### src/rtl/alu_issue_stage.sv
// alu_issue_stage: two-stage EX/WB issue pipeline in front of a shared
// combinational ALU.
//
// EX stage: decodes a MIPS instruction into operands A/B and a 4-bit ALU
// control code, and registers them on input transfer. The ALU evaluates them
// combinationally and hands ALU_RESULT back. WB stage: ALU_RESULT is captured
// with its destination index and held until the consumer takes it.
//
// Ports:
//   CLK, RST          clock, synchronous active-high reset
//   IN_VALID/IN_READY input handshake for INSTR, RS_DATA, RT_DATA
//   ALU_A/ALU_B       registered operands to the shared ALU
//   ALU_OP_OUT        registered ALU control code
//   ALU_RESULT        combinational ALU output for the current A/B/OP
//   WB_VALID/WB_READY output handshake for WB_DATA, WB_REG
//   ILLEGAL           one-cycle pulse after an unsupported instruction is taken
module alu_issue_stage #(
  parameter int DATA_W         = 32,
  parameter bit EMIT_ZERO_DEST = 1'b0
) (
  input  logic              CLK,
  input  logic              RST,
  input  logic              IN_VALID,
  output logic              IN_READY,
  input  logic [31:0]       INSTR,
  input  logic [DATA_W-1:0] RS_DATA,
  input  logic [DATA_W-1:0] RT_DATA,
  output logic [DATA_W-1:0] ALU_A,
  output logic [DATA_W-1:0] ALU_B,
  output logic [3:0]        ALU_OP_OUT,
  input  logic [DATA_W-1:0] ALU_RESULT,
  output logic              WB_VALID,
  input  logic              WB_READY,
  output logic [DATA_W-1:0] WB_DATA,
  output logic [4:0]        WB_REG,
  output logic              ILLEGAL
);

  localparam logic [3:0] OP_SLL = 4'b0000;
  localparam logic [3:0] OP_SRL = 4'b0010;
  localparam logic [3:0] OP_SRA = 4'b0011;
  localparam logic [3:0] OP_SLT = 4'b0101;
  localparam logic [3:0] OP_ADD = 4'b1000;
  localparam logic [3:0] OP_SUB = 4'b1010;
  localparam logic [3:0] OP_AND = 4'b1100;
  localparam logic [3:0] OP_OR  = 4'b1101;
  localparam logic [3:0] OP_NOR = 4'b1111;

  // Instruction fields. The rs field itself is not needed: its value
  // arrives already read on RS_DATA.
  logic [5:0]  opcode, funct;
  logic [4:0]  rt, rd, shamt;
  logic [15:0] imm;
  logic        unused_rs;

  assign opcode    = INSTR[31:26];
  assign rt        = INSTR[20:16];
  assign rd        = INSTR[15:11];
  assign shamt     = INSTR[10:6];
  assign funct     = INSTR[5:0];
  assign imm       = INSTR[15:0];
  assign unused_rs = ^INSTR[25:21];

  // Pipeline state
  logic       ex_valid;
  logic [4:0] ex_dest;
  logic       wb_free, in_fire;

  assign wb_free  = !WB_VALID || WB_READY;
  assign IN_READY = !ex_valid || wb_free;
  assign in_fire  = IN_VALID && IN_READY;

  // Decode
  logic [DATA_W-1:0] dec_a, dec_b, simm, zimm;
  logic [3:0]        dec_op;
  logic [4:0]        dec_dest;
  logic              dec_legal, dec_emit;

  assign simm = {{(DATA_W-16){imm[15]}}, imm};
  assign zimm = {{(DATA_W-16){1'b0}}, imm};

  always_comb begin
    dec_a     = RS_DATA;
    dec_b     = RT_DATA;
    dec_op    = OP_SLL;
    dec_dest  = 5'd0;
    dec_legal = 1'b0;
    case (opcode)
      6'h00: begin
        dec_dest  = rd;
        dec_legal = 1'b1;
        case (funct)
          6'h00:        begin dec_op = OP_SLL; dec_a = {{(DATA_W-5){1'b0}}, shamt}; end
          6'h02:        begin dec_op = OP_SRL; dec_a = {{(DATA_W-5){1'b0}}, shamt}; end
          6'h03:        begin dec_op = OP_SRA; dec_a = {{(DATA_W-5){1'b0}}, shamt}; end
          6'h04:        dec_op = OP_SLL;
          6'h06:        dec_op = OP_SRL;
          6'h07:        dec_op = OP_SRA;
          6'h20, 6'h21: dec_op = OP_ADD;  // no overflow trap: add behaves as addu
          6'h22, 6'h23: dec_op = OP_SUB;
          6'h24:        dec_op = OP_AND;
          6'h25:        dec_op = OP_OR;
          6'h27:        dec_op = OP_NOR;
          6'h2A:        dec_op = OP_SLT;
          default:      dec_legal = 1'b0;
        endcase
      end
      6'h08, 6'h09: begin dec_dest = rt; dec_legal = 1'b1; dec_op = OP_ADD; dec_b = simm; end
      6'h0A:        begin dec_dest = rt; dec_legal = 1'b1; dec_op = OP_SLT; dec_b = simm; end
      6'h0C:        begin dec_dest = rt; dec_legal = 1'b1; dec_op = OP_AND; dec_b = zimm; end
      6'h0D:        begin dec_dest = rt; dec_legal = 1'b1; dec_op = OP_OR;  dec_b = zimm; end
      default:      dec_legal = 1'b0;
    endcase
  end

  // Illegal and $0-targeting instructions still occupy the ALU operand
  // registers, but never mark EX valid, so they vanish as bubbles.
  assign dec_emit = dec_legal && (EMIT_ZERO_DEST || (dec_dest != 5'd0));

  always_ff @(posedge CLK) begin
    if (RST) begin
      ex_valid   <= 1'b0;
      ex_dest    <= 5'd0;
      ALU_A      <= '0;
      ALU_B      <= '0;
      ALU_OP_OUT <= 4'b0000;
      WB_VALID   <= 1'b0;
      WB_DATA    <= '0;
      WB_REG     <= 5'd0;
      ILLEGAL    <= 1'b0;
    end else begin
      // Operands change only on input transfer, so the ALU result stays
      // valid for the whole time EX is stalled behind a full WB.
      if (in_fire) begin
        ALU_A      <= dec_a;
        ALU_B      <= dec_b;
        ALU_OP_OUT <= dec_op;
        ex_dest    <= dec_dest;
        ex_valid   <= dec_emit;
      end else if (wb_free) begin
        ex_valid <= 1'b0;
      end

      ILLEGAL <= in_fire && !dec_legal;

      // Consume and refill in the same cycle keeps WB full with no bubble.
      if (ex_valid && wb_free) begin
        WB_VALID <= 1'b1;
        WB_DATA  <= ALU_RESULT;
        WB_REG   <= ex_dest;
      end else if (WB_READY) begin
        WB_VALID <= 1'b0;
      end
    end
  end

endmodule

### config.mk
export PLATFORM = sky130hd
export DESIGN_NAME = alu_issue_stage
export DESIGN_NICKNAME = d
export VERILOG_FILES = /design/src/rtl/alu_issue_stage.sv
export SDC_FILE = /design/constraint.sdc
export NUM_CORES = 1
export LEC_CHECK = 0
export ABC_CLOCK_PERIOD_IN_PS = 3610
export BUFFER_PORTS_ARGS = -buffer_cell sky130_fd_sc_hd__clkbuf_2
export CELL_PAD_IN_SITES_DETAIL_PLACEMENT = 2
export CELL_PAD_IN_SITES_GLOBAL_PLACEMENT = 2
export CORE_ASPECT_RATIO = 1.4
export CORE_MARGIN = 4
export CORE_UTILIZATION = 26
export CTS_BUF_LIST = sky130_fd_sc_hd__clkbuf_2
export CTS_CLUSTER_DIAMETER = 150
export DETAILED_ROUTE_END_ITERATION = 12
export PLACE_DENSITY = 0.9
export SETUP_SLACK_MARGIN = 0.02
export SYNTH_ARGS = -nofsm -noshare
export SYNTH_HDL_FRONTEND = slang
export SYNTH_SLANG_ARGS = --single-unit
### constraint.sdc
create_clock -name CLK -period 3.61 [get_ports CLK]
set_input_delay 0.1805 -clock CLK [delete_from_list [all_inputs] [get_ports CLK]]
set_output_delay 0.1805 -clock CLK [all_outputs]
set_load 0.05 [all_outputs]
==> impl_metrics.py <==
metrics = {
    "worst_setup_path": {
        "start_kind": "flip-flop",
        "crit_chain": "nand3b_1 > and2_2 > buf_4 > nor2_1 > a311oi_1 > dlygate4sd3_1",
        "crit_type": "flip-flop to flip-flop",
        "r2r_start": "ex_valid$_SDFFE_PP0P_",
        "ff2ff_setup_slack_ns": 0.92,
        "critPathSlowestCell": "dlygate4sd3_1",
        "r2r-end": "ALU_B[5]$_SDFFE_PP0P_",
        "cpPeakStageDelay_ns": 0.65,
        "end_kind": "flip-flop",
        "crit_required_ns": 4.23,
        "crit_fanout": 53,
        "cp.arrival_ns": 3.31,
        "r2r_cells": 6,
    },
    "global_routing": {
        "antenna_found_initial": 7,
        "grt_pass1_wl_um": 36380,
        "grt_usage_pct": 24.54,
        "grt_max_degree": 93,
        "grt_pass1_vias": 6411,
        "globalRouteOverflowTotal": 0,
    },
    "synth": {
        "synthAdderAreaFrac_pct": 0,
        "avgSynthCellArea_um2": 8.167,
        "syn_inst": 535,
        "synth_warnings": 0,
        "ys_seq_area_share_pct": 51.78,
        "synth_seq_cells": 113,
        "yosys.area_share.simple_pct": 23.45,
        "synth_nets": 667,
        "synth-compound-area-share_pct": 19.44,
        "synth.distinct_cells": 33,
        "muxShareOfSynthArea_pct": 1.375,
        "syn_area_um2": 4369,
        "synth_top_family_by_area": "simple AND/OR/NAND/NOR gates",
        "synth_xor_area_share_pct": 0,
    },
    "timing": {
        "relSlewSlack_pct": 29.95,
        "clock.fmax_mhz": 372.2,
        "tightest_slew_ns": 1.051,
        "fin_hold_ws_ns": 0.1004,
        "period_share_pct": 74.42,
        "setup_ws_ns": 0.9235,
        "slew_viol_final": 0,
        "rsz0062_at_grt": "no",
        "finalHoldViolCount": 0,
        "fin_skew_ns": 0.03851,
        "setup_violations": 0,
        "finalSetupTns_ns": 0,
        "finalCriticalPeriod_ns": 2.687,
    },
    "flow_run": {
        "maxCapViolCount": 0,
    },
    "routing": {
        "routedWlPerCell_um": 21.27,
        "drc": 0,
        "drt_first_pass_iters": 4,
        "via_count": 5485,
        "vias_per_cell": 4.950,
        "ant_nets": 0,
        "drt-initial-drc-count": 144,
        "wl_um": 23570,
    },
    "clock_tree": {
        "cts-resized-gates": 0,
        "clkSinkCount": 113,
        "postCtsHoldBufs": 136,
        "cts_max_level": 4,
        "cts_tree": "built",
        "cts_buffers": 17,
        "clk_pin_slew_worst_paths_ns": 0.19,
        "root_buffer": "clkbuf_2",
        "cts_buffer_depth": 2,
        "post_cts.repair.setup_buffers": 0,
        "clk-insertion-delay-late_ns": 0.68,
    },
    "min_path": {
        "min_from": "INSTR[26]",
        "hold_path.class": "input port to flip-flop",
        "hold_path_end": "ALU_OP_OUT[0]$_SDFFE_PP0P_",
        "hold_path_depth": 4,
    },
    "place": {
        "dp_hpwl_um": 12950,
        "dp_worst_setup_slack_ns": 1.405,
        "gp_congestion": 0.7945,
        "io_buffers": 234,
    },
    "die": {
        "die_h_um": 161.4,
        "row_count": 55,
        "design.portCount": 240,
        "fp.dieW_um": 117.6,
        "initial_utilization_pct": 26.79,
        "die_area_um2": 18970,
        "core_um2": 16310,
    },
    "power_and_ir_drop": {
        "ir_drop_uv": 224.0,
        "p_per_area_nw_per_um2": 398.2,
        "p_leak_nw": 3.314,
    },
    "final_layout": {
        "n_fill_cell": 1820,
        "final_common_cell": "clkbuf_2",
        "area_delta_synth_final_pct": 67.96,
        "drive_above_1_share_pct": 31.04,
        "nNetsFinal": 1021,
        "final_cell_mix": "253 x clkbuf_2, 136 x dlygate4sd3_1, 115 x nand2_1",
    },
    "run_status": {
        "status": "finished clean",
    },
}
-- how the worst max path moves through the flow --
stage / startpoint / endpoint / slack (ns) / depth (start not counted)
CTS: INSTR[27] / ex_valid$_SDFFE_PP0P_ / 1.06 / 8
floorplan: WB_VALID$_SDFFE_PP0P_ / ALU_B[22]$_SDFFE_PP0P_ / 1.15 / 7
finish: ex_valid$_SDFFE_PP0P_ / ALU_B[5]$_SDFFE_PP0P_ / 0.92 / 6
global placement: INSTR[26] / ALU_A[1]$_SDFFE_PP0P_ / 1.50 / 6
detailed placement: INSTR[26] / ALU_A[3]$_SDFFE_PP0P_ / 1.41 / 6
global route: ex_valid$_SDFFE_PP0P_ / ALU_B[5]$_SDFFE_PP0P_ / 0.83 / 6
-- synthesized netlist by cell type, drive strengths merged --
| cell | number | area share [%] |
|---|---|---|
| a31oi | 2 | 0.29 |
| a22oi | 28 | 4.8 |
| o41ai | 1 | 0.37 |
| nor3 | 26 | 3.0 |
| o22ai | 4 | 0.57 |
| clkbuf | 35 | 3.0 |
| inv | 2 | 0.17 |
| nand3 | 3 | 0.34 |
| nor3b | 1 | 0.17 |
| and3 | 2 | 0.29 |
| or3 | 2 | 0.40 |
| nand3b | 2 | 0.34 |
| and2 | 2 | 0.29 |
| a311oi | 16 | 3.2 |
| nand2b | 5 | 0.72 |
| nor4 | 1 | 0.49 |
| nand2 | 115 | 9.9 |
| a22o | 3 | 0.60 |
| a221oi | 5 | 1.0 |
| or4 | 3 | 0.60 |
| nor2 | 76 | 6.5 |
| a32o | 1 | 0.23 |
| nor2b | 3 | 0.43 |
| o21ai | 5 | 0.57 |
| a21oi | 59 | 6.8 |
| mux2i | 6 | 1.4 |
| dfxtp | 113 | 52 |
| buf | 8 | 0.77 |
| a211oi | 6 | 1.0 |
-- cells by family after synthesis --
group,Yosys count
AO/OA/AOI/OAI,130
buffers and inverters,45
flip-flops,113
multiplexers,6
AND/OR/NAND/NOR,241
-- sequential cells by signal, indices dropped and copies added (netlist names) --
register,cells
ex_valid,1
WB_REG,5
ALU_A,32
ALU_OP_OUT,4
ILLEGAL,1
ALU_B,32
ex_dest,5
WB_VALID,1
WB_DATA,32
-- layer usage --
layer,up-vias,GRT usage (%),share of wire [%]
li1,2571,-,-
met2,194,47.55,56
met3,67,6.585,4.7
met1,2653,23.13,34
met5,-,0,0
met4,0,13.71,4.9
-- through the flow --
stage / power, mW / instances / cell area (µm²) / util, %
2_1_floorplan: 1.648 / 535 / 4369 / -
3_3_place_gp: 1.810 / 933 / 5694 / 34.91
3_5_place_dp: 1.825 / 933 / 5694 / 34.91
4_1_cts: 2.921 / 1101 / 7321 / 44.89
5_1_grt: 3.062 / 1108 / 7338 / 44.99
6_report: 2.922 / 1108 / 7338 / 44.99
-- report_power, final --
group / switching (mW) / internal, mW / total, mW
clock: 0.517 / 0.456 / 0.973
combinational: 0.383 / 0.235 / 0.618
sequential: 0.0311 / 1.30 / 1.33
total: 0.931 / 1.99 / 2.92
-- worst max-delay path, delay by kind of cell, from the launching register on --
| kind | cells | cell delay, ns |
|---|---|---|
| buffers and inverters | 2 | 1.19 |
| AND/OR/NAND/NOR | 3 | 0.66 |
| AO/OA/AOI/OAI | 1 | 0.42 |
| flip-flops | 1 | 0.36 |
-- area by class of cell --
type | count | area [µm²] | share of cell area [%]
multi-input cells | 377 | 1942 | 26.46
repair buffers | 378 | 2595 | 35.36
clock buffers | 20 | 100.1 | 1.364
diodes | 7 | 17.52 | 0.2387
inverters | 2 | 7.507 | 0.1023
well taps | 199 | 249.0 | 3.393
clock inverters | 12 | 165.2 | 2.251
flip-flops and latches | 113 | 2262 | 30.83
(Power assumes the default switching activity.)
